[src/rtl/cp0_nway.sv]
// cp0_nway: MIPS32 coprocessor-0 register file for an N-issue in-order pipe.
// N combinational mfc0 read ports and N mtc0 write slots (younger slot wins).
// Commit-stage exception/ERET/TLBR/TLBP, Count/Compare timer, Random, int_req.
// Ports: clk, reset (sync, active-low); cwen/caddr/csel/cwdata write slots;
//   raddr/rsel/rdata read slots; exc_* exception commit; eret/tlbr/tlbp
//   strobes with tlbr_*/tlbp_index data; hw_int lines; int_req; *_o views.
// Build option: define CP0_TLB_EN to implement the TLB register set.
module cp0_nway #(
    parameter int ISSUE_W     = 2,
    parameter int TLB_ENTRIES = 16,
    parameter int COUNT_DIV   = 2
) (
    input  logic                     clk,
    input  logic                     reset,
    input  logic [ISSUE_W-1:0]       cwen,
    input  logic [ISSUE_W-1:0][4:0]  caddr,
    input  logic [ISSUE_W-1:0][2:0]  csel,
    input  logic [ISSUE_W-1:0][31:0] cwdata,
    input  logic [ISSUE_W-1:0][4:0]  raddr,
    input  logic [ISSUE_W-1:0][2:0]  rsel,
    output logic [ISSUE_W-1:0][31:0] rdata,
    input  logic                     exc_valid,
    input  logic                     exc_bd,
    input  logic [4:0]               exc_code,
    input  logic [31:0]              exc_pc,
    input  logic [31:0]              exc_badvaddr,
    input  logic                     eret,
    input  logic                     tlbr,
    input  logic                     tlbp,
    input  logic [31:0]              tlbr_entryhi,
    input  logic [31:0]              tlbr_entrylo0,
    input  logic [31:0]              tlbr_entrylo1,
    input  logic [31:0]              tlbp_index,
    input  logic [5:0]               hw_int,
    output logic                     int_req,
    output logic [31:0]              status_o,
    output logic [31:0]              cause_o,
    output logic [31:0]              epc_o,
    output logic [31:0]              entryhi_o,
    output logic [31:0]              entrylo0_o,
    output logic [31:0]              entrylo1_o,
    output logic [31:0]              index_o,
    output logic [31:0]              random_o,
    output logic                     k0_uncached
);
`ifdef CP0_TLB_EN
    localparam bit TLB_EN = 1'b1;
`else
    localparam bit TLB_EN = 1'b0;
`endif
    localparam int IDX_W = $clog2(TLB_ENTRIES);
    localparam logic [IDX_W-1:0] RND_MAX = '1;
    localparam logic [3:0] DIV_LAST = 4'(COUNT_DIV - 1);
    localparam logic [5:0] MMU_SIZE = TLB_EN ? 6'(TLB_ENTRIES - 1) : 6'd0;

    logic             index_p_q, index_p_n;
    logic [IDX_W-1:0] index_q, index_n, random_q, random_n, wired_q, wired_n;
    logic [25:0]      lo0_q, lo0_n, lo1_q, lo1_n;
    logic [8:0]       pte_base_q, pte_base_n;
    logic [18:0]      badvpn2_q, badvpn2_n, vpn2_q, vpn2_n;
    logic [7:0]       asid_q, asid_n, im_q, im_n;
    logic [31:0]      badvaddr_q, badvaddr_n, count_q, count_n;
    logic [31:0]      compare_q, compare_n, epc_q, epc_n;
    logic [3:0]       div_q, div_n;
    logic             exl_q, exl_n, ie_q, ie_n, erl_q, erl_n;
    logic             bd_q, bd_n, ti_q, ti_n;
    logic [5:0]       hw_q;
    logic [1:0]       sw_ip_q, sw_ip_n;
    logic [4:0]       code_q, code_n;
    logic [2:0]       k0_q, k0_n;
    logic             count_chg, cmp_wr, wired_wr, mmu_code, bad_code;

    always_comb begin
        index_p_n  = index_p_q;
        index_n    = index_q;
        wired_n    = wired_q;
        lo0_n      = lo0_q;
        lo1_n      = lo1_q;
        pte_base_n = pte_base_q;
        badvpn2_n  = badvpn2_q;
        vpn2_n     = vpn2_q;
        asid_n     = asid_q;
        im_n       = im_q;
        badvaddr_n = badvaddr_q;
        compare_n  = compare_q;
        epc_n      = epc_q;
        exl_n      = exl_q;
        ie_n       = ie_q;
        erl_n      = erl_q;
        bd_n       = bd_q;
        sw_ip_n    = sw_ip_q;
        code_n     = code_q;
        k0_n       = k0_q;
        cmp_wr     = 1'b0;
        wired_wr   = 1'b0;
        // free-running divider; a Count write below restarts the phase
        count_chg  = (div_q == DIV_LAST);
        div_n      = count_chg ? 4'd0 : div_q + 4'd1;
        count_n    = count_chg ? count_q + 32'd1 : count_q;
        random_n   = (random_q == wired_q || random_q == '0) ? RND_MAX
                                                            : random_q - 1'b1;
        for (int i = 0; i < ISSUE_W; i++) begin
            if (cwen[i] && csel[i] == 3'd0) begin
                case (caddr[i])
                    5'd0:  index_n = cwdata[i][IDX_W-1:0];
                    5'd2:  lo0_n = cwdata[i][25:0];
                    5'd3:  lo1_n = cwdata[i][25:0];
                    5'd4:  pte_base_n = cwdata[i][31:23];
                    5'd6: begin
                        wired_n  = cwdata[i][IDX_W-1:0];
                        wired_wr = 1'b1;
                    end
                    5'd9: begin
                        count_n   = cwdata[i];
                        div_n     = 4'd0;
                        count_chg = 1'b1;
                    end
                    5'd10: begin
                        vpn2_n = cwdata[i][31:13];
                        asid_n = cwdata[i][7:0];
                    end
                    5'd11: begin
                        compare_n = cwdata[i];
                        cmp_wr    = 1'b1;
                    end
                    5'd12: begin
                        im_n  = cwdata[i][15:8];
                        exl_n = cwdata[i][1];
                        ie_n  = cwdata[i][0];
                    end
                    5'd13: sw_ip_n = cwdata[i][9:8];
                    5'd14: epc_n = cwdata[i];
                    5'd16: k0_n = cwdata[i][2:0];
                    default: ;
                endcase
            end
        end
        if (wired_wr) random_n = RND_MAX;
        // match is against the Compare value held before this edge
        ti_n = ti_q | (count_chg && count_n == compare_q);
        if (cmp_wr) ti_n = 1'b0;
        if (TLB_EN && tlbr) begin
            vpn2_n = tlbr_entryhi[31:13];
            asid_n = tlbr_entryhi[7:0];
            lo0_n  = tlbr_entrylo0[25:0];
            lo1_n  = tlbr_entrylo1[25:0];
        end
        if (TLB_EN && tlbp) begin
            index_p_n = tlbp_index[31];
            index_n   = tlbp_index[IDX_W-1:0];
        end
        mmu_code = exc_code == 5'd1 || exc_code == 5'd2 || exc_code == 5'd3;
        bad_code = mmu_code || exc_code == 5'd4 || exc_code == 5'd5;
        if (exc_valid) begin
            if (!exl_q) begin
                epc_n = exc_bd ? exc_pc - 32'd4 : exc_pc;
                bd_n  = exc_bd;
            end
            code_n = exc_code;
            exl_n  = 1'b1;
            if (bad_code) badvaddr_n = exc_badvaddr;
            if (TLB_EN && mmu_code) begin
                badvpn2_n = exc_badvaddr[31:13];
                vpn2_n    = exc_badvaddr[31:13];
            end
        end else if (eret) begin
            if (erl_q) erl_n = 1'b0;
            else       exl_n = 1'b0;
        end
    end

    always_ff @(posedge clk) begin
        if (!reset) begin
            index_p_q  <= 1'b0;
            index_q    <= '0;
            random_q   <= RND_MAX;
            wired_q    <= '0;
            lo0_q      <= '0;
            lo1_q      <= '0;
            pte_base_q <= '0;
            badvpn2_q  <= '0;
            vpn2_q     <= '0;
            asid_q     <= '0;
            im_q       <= '0;
            badvaddr_q <= '0;
            count_q    <= '0;
            div_q      <= '0;
            compare_q  <= '0;
            epc_q      <= '0;
            exl_q      <= 1'b0;
            ie_q       <= 1'b0;
            erl_q      <= 1'b1;
            bd_q       <= 1'b0;
            ti_q       <= 1'b0;
            hw_q       <= '0;
            sw_ip_q    <= '0;
            code_q     <= '0;
            k0_q       <= 3'b010;
        end else begin
            index_p_q  <= index_p_n;
            index_q    <= index_n;
            random_q   <= random_n;
            wired_q    <= wired_n;
            lo0_q      <= lo0_n;
            lo1_q      <= lo1_n;
            pte_base_q <= pte_base_n;
            badvpn2_q  <= badvpn2_n;
            vpn2_q     <= vpn2_n;
            asid_q     <= asid_n;
            im_q       <= im_n;
            badvaddr_q <= badvaddr_n;
            count_q    <= count_n;
            div_q      <= div_n;
            compare_q  <= compare_n;
            epc_q      <= epc_n;
            exl_q      <= exl_n;
            ie_q       <= ie_n;
            erl_q      <= erl_n;
            bd_q       <= bd_n;
            ti_q       <= ti_n;
            hw_q       <= hw_int;
            sw_ip_q    <= sw_ip_n;
            code_q     <= code_n;
            k0_q       <= k0_n;
        end
    end

    logic [7:0]  ip;
    logic [31:0] context_w, wired_w;
    logic        unused_bits;

    assign ip = {hw_q[5] | ti_q, hw_q[4:0], sw_ip_q};
    assign status_o = {9'd0, 1'b1, 6'd0, im_q, 5'd0, erl_q, exl_q, ie_q};
    assign cause_o = {bd_q, ti_q, 14'd0, ip, 1'b0, code_q, 2'b00};
    assign epc_o = epc_q;
    assign entryhi_o = TLB_EN ? {vpn2_q, 5'd0, asid_q} : '0;
    assign entrylo0_o = TLB_EN ? {6'd0, lo0_q} : '0;
    assign entrylo1_o = TLB_EN ? {6'd0, lo1_q} : '0;
    assign index_o = TLB_EN ? {index_p_q, 31'(index_q)} : '0;
    assign random_o = TLB_EN ? 32'(random_q) : '0;
    assign context_w = TLB_EN ? {pte_base_q, badvpn2_q, 4'd0} : '0;
    assign wired_w = TLB_EN ? 32'(wired_q) : '0;
    assign k0_uncached = k0_q != 3'b011;
    assign int_req = |(ip & im_q) & ie_q & ~exl_q & ~erl_q;
    assign unused_bits = ^{tlbr_entryhi[12:8], tlbr_entrylo0[31:26],
                           tlbr_entrylo1[31:26], tlbp_index[30:IDX_W]};

    always_comb begin
        for (int i = 0; i < ISSUE_W; i++) begin
            rdata[i] = '0;
            if (rsel[i] == 3'd0) begin
                case (raddr[i])
                    5'd0:  rdata[i] = index_o;
                    5'd1:  rdata[i] = random_o;
                    5'd2:  rdata[i] = entrylo0_o;
                    5'd3:  rdata[i] = entrylo1_o;
                    5'd4:  rdata[i] = context_w;
                    5'd6:  rdata[i] = wired_w;
                    5'd8:  rdata[i] = badvaddr_q;
                    5'd9:  rdata[i] = count_q;
                    5'd10: rdata[i] = entryhi_o;
                    5'd11: rdata[i] = compare_q;
                    5'd12: rdata[i] = status_o;
                    5'd13: rdata[i] = cause_o;
                    5'd14: rdata[i] = epc_q;
                    5'd15: rdata[i] = 32'h0000_4220;
                    5'd16: rdata[i] = {29'd0, k0_q};
                    default: ;
                endcase
            end else if (rsel[i] == 3'd1 && raddr[i] == 5'd16) begin
                rdata[i] = {1'b0, MMU_SIZE, 25'd0};
            end
        end
    end
endmodule

[config.mk]
export PLATFORM = sky130hd
export DESIGN_NAME = cp0_nway
export DESIGN_NICKNAME = d
export VERILOG_FILES = /design/src/rtl/cp0_nway.sv
export SDC_FILE = /design/constraint.sdc
export NUM_CORES = 1
export LEC_CHECK = 0
export CAP_MARGIN = 10
export CORE_AREA = 2 2 243 245
export DETAILED_ROUTE_END_ITERATION = 7
export DIE_AREA = 0 0 245 247
export SYNTH_ARGS = -nofsm -noshare
export SYNTH_HDL_FRONTEND = slang
export SYNTH_SLANG_ARGS = --single-unit
[constraint.sdc]
create_clock -name clk -period 5.3 [get_ports clk]
set_input_delay 1.06 -clock clk [delete_from_list [all_inputs] [get_ports clk]]
set_output_delay 1.06 -clock clk [all_outputs]
set_load 0.05 [all_outputs]
==> impl_results.md, run 1 <==
* Hold Buf Count CTS at 0
* Clk root buf: clkbuf_16
* Combinational power share at about a quarter
* Post-cts resize count at 0
* Die W at 245 um
* Sw Ratio at 36.6%
* Finish-stage setup viols at 0
* Post-Route WL at 63800 um
* P_leak at roughly 0.0062 uW
* Gp weighted congestion at 0.879
* Max stage delay on crit path at 0.51 ns
* Crit path max fanout at 24
* CP cell instances: clkdlybuf4s50_1, nor2b_1, nand2_1, nor2_1, buf_4, a22oi_1, a31oi_1, buf_12
* Vias in the first global route at 12300
* Clock slew at reported path FFs at 0.06 ns
* Async S/R FF share, synth at 0%
* PwrDens at 214 nW/um^2
* 1st-pass router iterations at 6
* I/O pin cnt at 630
* IO Port Bufs at 301
* Req. time, crit path at 4.24 ns
* WL/cell at 23.7 um
* Filler Cell Count at slightly above 6000
* Most used routing layer: met2
* Grt total ovfl at 0
* Top post-synthesis cells by area: dfxtp_1, buf_4, mux2i_1
* Internal at 2320 uW
* Net count, final at 2209
* Synth Warn # at 0
* Setup_tns at 0 ns
* Max_slew headroom at 31.0%
* Initial core utilization at 21.8%
* Number of remaining DRC errors at 0
* Min-Delay Path Class: reg2reg
* Min Tclk post-route at 4.75 ns
* Worst-skew pair later-pin latency at 0.50 ns
* H-tree levels at 4
* Vias per inst at 4.99
* Die outline area at 60500 um^2
* Drt initial violations at around 1200
* Fin crit share at 89.7%
* Post-route ant nets at 0
* Maxcap violations at 0
* Unrepaired setup endpoints after global routing: false
* First-pass GRT wire length at 90100 um
* Clock buffer count from CTS at 17
* Top_reg_cell synth: dfxtp_1
* Status: finished clean
* Skew final at 0.00999 ns
* CP startpoint kind: input pin
* Worst-Margin Slew at a little over 1 ns
* Area grow syn2layout at 35.1%
* Share of layout cells above drive strength 1 at 9.41%
* Post-Synthesis Cells at between 1500 and 2000
* Post-synth top area share at 25.4%
* Seq/Total Area, Yosys at 25.4%
* Clock buffer depth at 2
* Core area at 58200 um^2
* Unique masters post-synth at 73
* CP Class: in2out
* Die height at 247 um
* Clk pwr share at 39.3%
* Placed wire-length estimate at 51300 um
* GRT Total Usage at around 21%
* Most common cell in the netlist: buf_4
* CTS Sinks at between 150 and 200
* Mapped Avg Cell Area at about 7.6 um^2
* Via count at 13400
* Seq cells post-synth at roughly 160
* Switch Pwr at 1340 uW
* Pins over their slew limit at 0
* FP Rows at between 80 and 90
* Sequential group share of total power at between 30 and 40%
* Post-CTS setup buffers at 0
* Placed cell area at 16500 um^2
* Finished Cell Area at 17100 um^2
* Grt met3 use at 4.65%
* EDFF count, synth at 0
* Largest net degree at the start of global routing at 82
* Cell taking the most area after synthesis: dfxtp_1
* Synthesized area at 12700 um^2
* Top post-synthesis cells by count: buf_4, nor2_1, dfxtp_1, nand2_1, a21oi_1
* GRT met2 Usage at between 30% and 40%
* Fin. Hold Viols at 0
* Critical Path End Type: output pin
* Peak supply drop at between 0.2 and 0.25 mV
* Fmax at 0.210 GHz
* Arr. time, crit path at 3.69 ns
* CTS tree: yes
* Initial antenna violation count at 9
* CP max stage cell: clkdlybuf4s50_1
* M1 GR Usage at 28.8%
## worst max-delay path, delay by kind of cell
kind / cells / cell delay (ns)
buf+inv: 3 / 1.07
compound gates: 2 / 0.61
simple gates: 3 / 0.95
## routing by layer
layer / routed length (um) / part of all wire [%]
met1: 29200 / 46
met2: 28000 / 44
met3: 5110 / 8.0
met4: 1300 / 2.0
met5: 96 / 0.15
## power by group through the flow
stage                     clock (uW)  combinational, uW  sequential, uW
after floorplan                    0                627            1380
after global placement             0                885            1350
after detailed placement           0                890            1350
after CTS                       1480                893            1320
after global routing            1520                941            1330
final                           1440                893            1330
## cells in the final DEF, fill, tap and decap left out, types with 7 or more instances in the layout
master / count
clkbuf_16: 17
inv_1: 16
or3_1: 12
conb_1: 198
a31oi_1: 8
mux2i_1: 102
a311oi_1: 9
nor3_1: 35
and2_1: 27
buf_4: 41
or4_1: 13
xnor2_1: 42
a221oi_1: 14
a222oi_1: 28
nor2_1: 172
o22ai_1: 7
clkdlybuf4s50_1: 237
buf_12: 70
nor4_1: 17
nand4_1: 22
xor2_1: 25
nand2_1: 148
nand3_1: 26
a211oi_1: 102
a21oi_1: 133
o21ai_0: 36
dfxtp_1: 161
a22oi_1: 66
## layout make-up
class	count	area, um^2	area share [%]
Sequential cell	161	3220	18.8
Clock buffer	19	453	2.65
Antenna cell	2	5.00	0.0292
Tap cell	773	967	5.65
Clock inverter	13	198	1.15
Multi-Input combinational cell	1354	8130	47.5
Timing Repair Buffer	348	4080	23.8
Inverter	17	65.1	0.380
## state kept, by name (all words and copies together), names as in the netlist, 2 cells and up
register / count
badvaddr_q: 32
code_q: 5
compare_q: 32
count_q: 32
div_q: 4
epc_o: 32
hw_q: 6
im_q: 8
k0_q: 3
sw_ip_q: 2
## metrics by stage
step           hold WS [ns]  total power, uW  utilization (%)  worst slack (ns)  cells
2_1_floorplan         0.448             2010                -             0.986   1866
3_3_place_gp          0.463             2230             28.3             0.505   2653
3_5_place_dp          0.469             2240             28.3             0.529   2653
4_1_cts               0.485             3700             29.4             0.602   2685
5_1_grt               0.504             3790             29.4             0.385   2687
6_report              0.484             3660             29.4             0.546   2687
## final timing paths
path,startpoint,endpoint,slack [ns],depth (start not counted)
worst min-delay path,badvaddr_q[29],badvaddr_q[29],0.48,2
worst max register to register,count_q[11],ti_q,1.29,9
worst min register to register,badvaddr_q[29],badvaddr_q[29],0.48,2
worst max-delay path,raddr[3],rdata[8],0.55,8
## cell families after synthesis
family	synth area share (%)
and+or+nand+nor	20.4
adders and majority gates	0.197
buffers and inverters	16.7
muxes	8.32
other	0.0592
AOI/OAI and AO/OA	24.2
xor gates and xnor gates	4.63
DFF	25.4
Power figures use the tool's default switching activity.
==> inputs of run 2 (changes only) <==
clock period = 6.1 ns   (was 5.3 ns; I/O delays follow)
==> run 2 against run 1 <==
Net effect: flip-flop and latch count is the same; routed wire length shrank 0.35%; via count shrank 0.56%; utilization shrank 0.36 points; die area is the same; sequential share of layout area grew 0.23 points; clock-buffer cell count grew 1; critical path type unchanged; highest routed layer unchanged.
==> impl_results.md, run 2 (synthesis gave the netlist of run 1 again) <==
* Status: finished clean
* CP startpoint kind: input pin
* Drt initial violations at approximately 1200
* WL/cell at 23.7 um
* Post-route ant nets at 0
* Die outline area at 60500 um^2
* Clk pwr share at a little under two fifths
* P_leak at 0.00617 uW
* Maxcap violations at 0
* Vias per inst at 4.97
* Pins over their slew limit at 0
* Fin. Hold Viols at 0
* Via count at 13300
* Most common cell after layout, fill and taps aside: clkdlybuf4s50_1
* Clock buffer count from CTS at 17
* Initial antenna violation count at 12
* Switch Pwr at 1140 uW
* Placed cell area at approximately 16000 um^2
* Worst-skew pair later-pin latency at 0.50 ns
* Fmax at 0.192 GHz
* Worst hold start: badvaddr_q[31]
* Most frequent cells in the layout: clkdlybuf4s50_1, conb_1, nor2_1
* Min Tclk post-route at between 5 and 6 ns
* Sw Ratio at 36.6%
* Internal at 1970 uW
* PwrDens at 184 nW/um^2
* Crit. Startpoint: raddr[9]
* Post-cts resize count at 0
* Dpl cells at ~2600
* Peak supply drop at 0.235 mV
* Initial core utilization at between 20% and 30%
* Fin cells at 2680
* Largest net degree at the start of global routing at between 80 and 90
* Req. time, crit path at 4.88 ns
* Unrepaired setup endpoints after global routing: false
* CTS Sinks at between 150 and 200
* Crit path max fanout at 17
* 1st-pass router iterations at 6
* GRT Total Usage at 20.6%
* Net count, final at about 2200
* Die height at 247 um
* Die W at 245 um
* Clock slew at reported path FFs at approximately 0.070 ns
* Area grow syn2layout at 33.4%
* Post-CTS setup buffers at 0
* I/O pin cnt at 630
* Placed wire-length estimate at 51400 um
* FP Rows at ~90
* Post-Route WL at 63500 um
* CTS tree: yes
* R2R Path Start: count_q[11]
* Skew final at around 0.013 ns
* Share of layout cells above drive strength 1 at 9.03%
* Reg2reg path depth at 9
* Worst-Margin Slew at roughly 1.1 ns
* Hold endpoint: badvaddr_q[31]
* Finish-stage setup viols at 0
* Vias in the first global route at 12700
* Grt total ovfl at 0
* Core area at between 50000 and 60000 um^2
* IO Port Bufs at 301
* Sequential group share of total power at 36.9%
* Number of remaining DRC errors at 0
* Gp weighted congestion at 0.894
* Clock buffer depth at 2
* Clk root buf: clkbuf_16
* First-pass GRT wire length at 90100 um
* Arr. time, crit path at 3.99 ns
* Hold Buf Count CTS at 0
* Hold Path Cell Cnt at 2
* Setup_tns at 0 ns
* Reg-to-reg endpoint: ti_q
* CP Class: in2out
* Max_slew headroom at between 20% and 30%
* Finished Cell Area at approximately 17000 um^2
* Combinational power share at 24.8%
* Critical Path End Type: output pin
* Fin crit share at 85.4%
* R2R Setup Slk at 2.00 ns
* Min-Delay Path Class: reg2reg
* H-tree levels at 4
-- run 2: power by group through the flow --
stage	combinational, uW	clock, uW	sequential [uW]
floorplan	545	0	1200
global placement	765	0	1170
detailed placement	769	0	1170
CTS	771	1220	1150
global route	815	1260	1150
finish	771	1190	1150
-- run 2: how the worst max path moves through the flow --
stage	slack (ns)	cells past startpoint	to
detailed placement	0.90	10	ti_q
finish	0.89	8	rdata[49]
floorplan	1.47	7	rdata[13]
global placement	0.88	8	rdata[49]
CTS	0.90	8	rdata[49]
global route	0.72	8	rdata[48]
-- run 2: per-stage QoR --
| stage | setup slack [ns] | hold slack [ns] | utilization (%) | power (uW) |
|---|---|---|---|---|
| 6_report | 0.890 | 0.484 | 29.0 | 3110 |
| 5_1_grt | 0.721 | 0.520 | 29.0 | 3220 |
| 4_1_cts | 0.896 | 0.482 | 29.0 | 3140 |
| 3_5_place_dp | 0.903 | 0.472 | 28.0 | 1940 |
| 3_3_place_gp | 0.879 | 0.461 | 28.0 | 1940 |
| 2_1_floorplan | 1.47 | 0.448 | - | 1740 |
-- run 2: layout make-up --
type | instances | area (um^2)
flip-flops and latches | 161 | 3220
well taps | 773 | 967
fillers | 6219 | 41300
clock inverters | 11 | 151
repair buffers | 341 | 3900
diodes | 3 | 7.51
inverters | 17 | 65.1
clock buffers | 20 | 467
multi-input cells | 1354 | 8130
-- run 2: metal layers --
metal  part of all wire, %  vias up  GRT usage [%]
met3                   7.3       90           4.82
met5                  0.18        -              0
met4                   2.6       18           6.96
met1                    47     6408           28.4
met2                    43      671           31.2
li1                      -     6134              -
-- run 2: critical path: stages --
cell             delay [ns]
clkdlybuf4s50_1        0.45
nand2b_1               0.22
or3_1                  0.58
nor2_1                 0.35
buf_4                  0.33
a222oi_1               0.15
a21oi_1                0.46
buf_12                 0.21
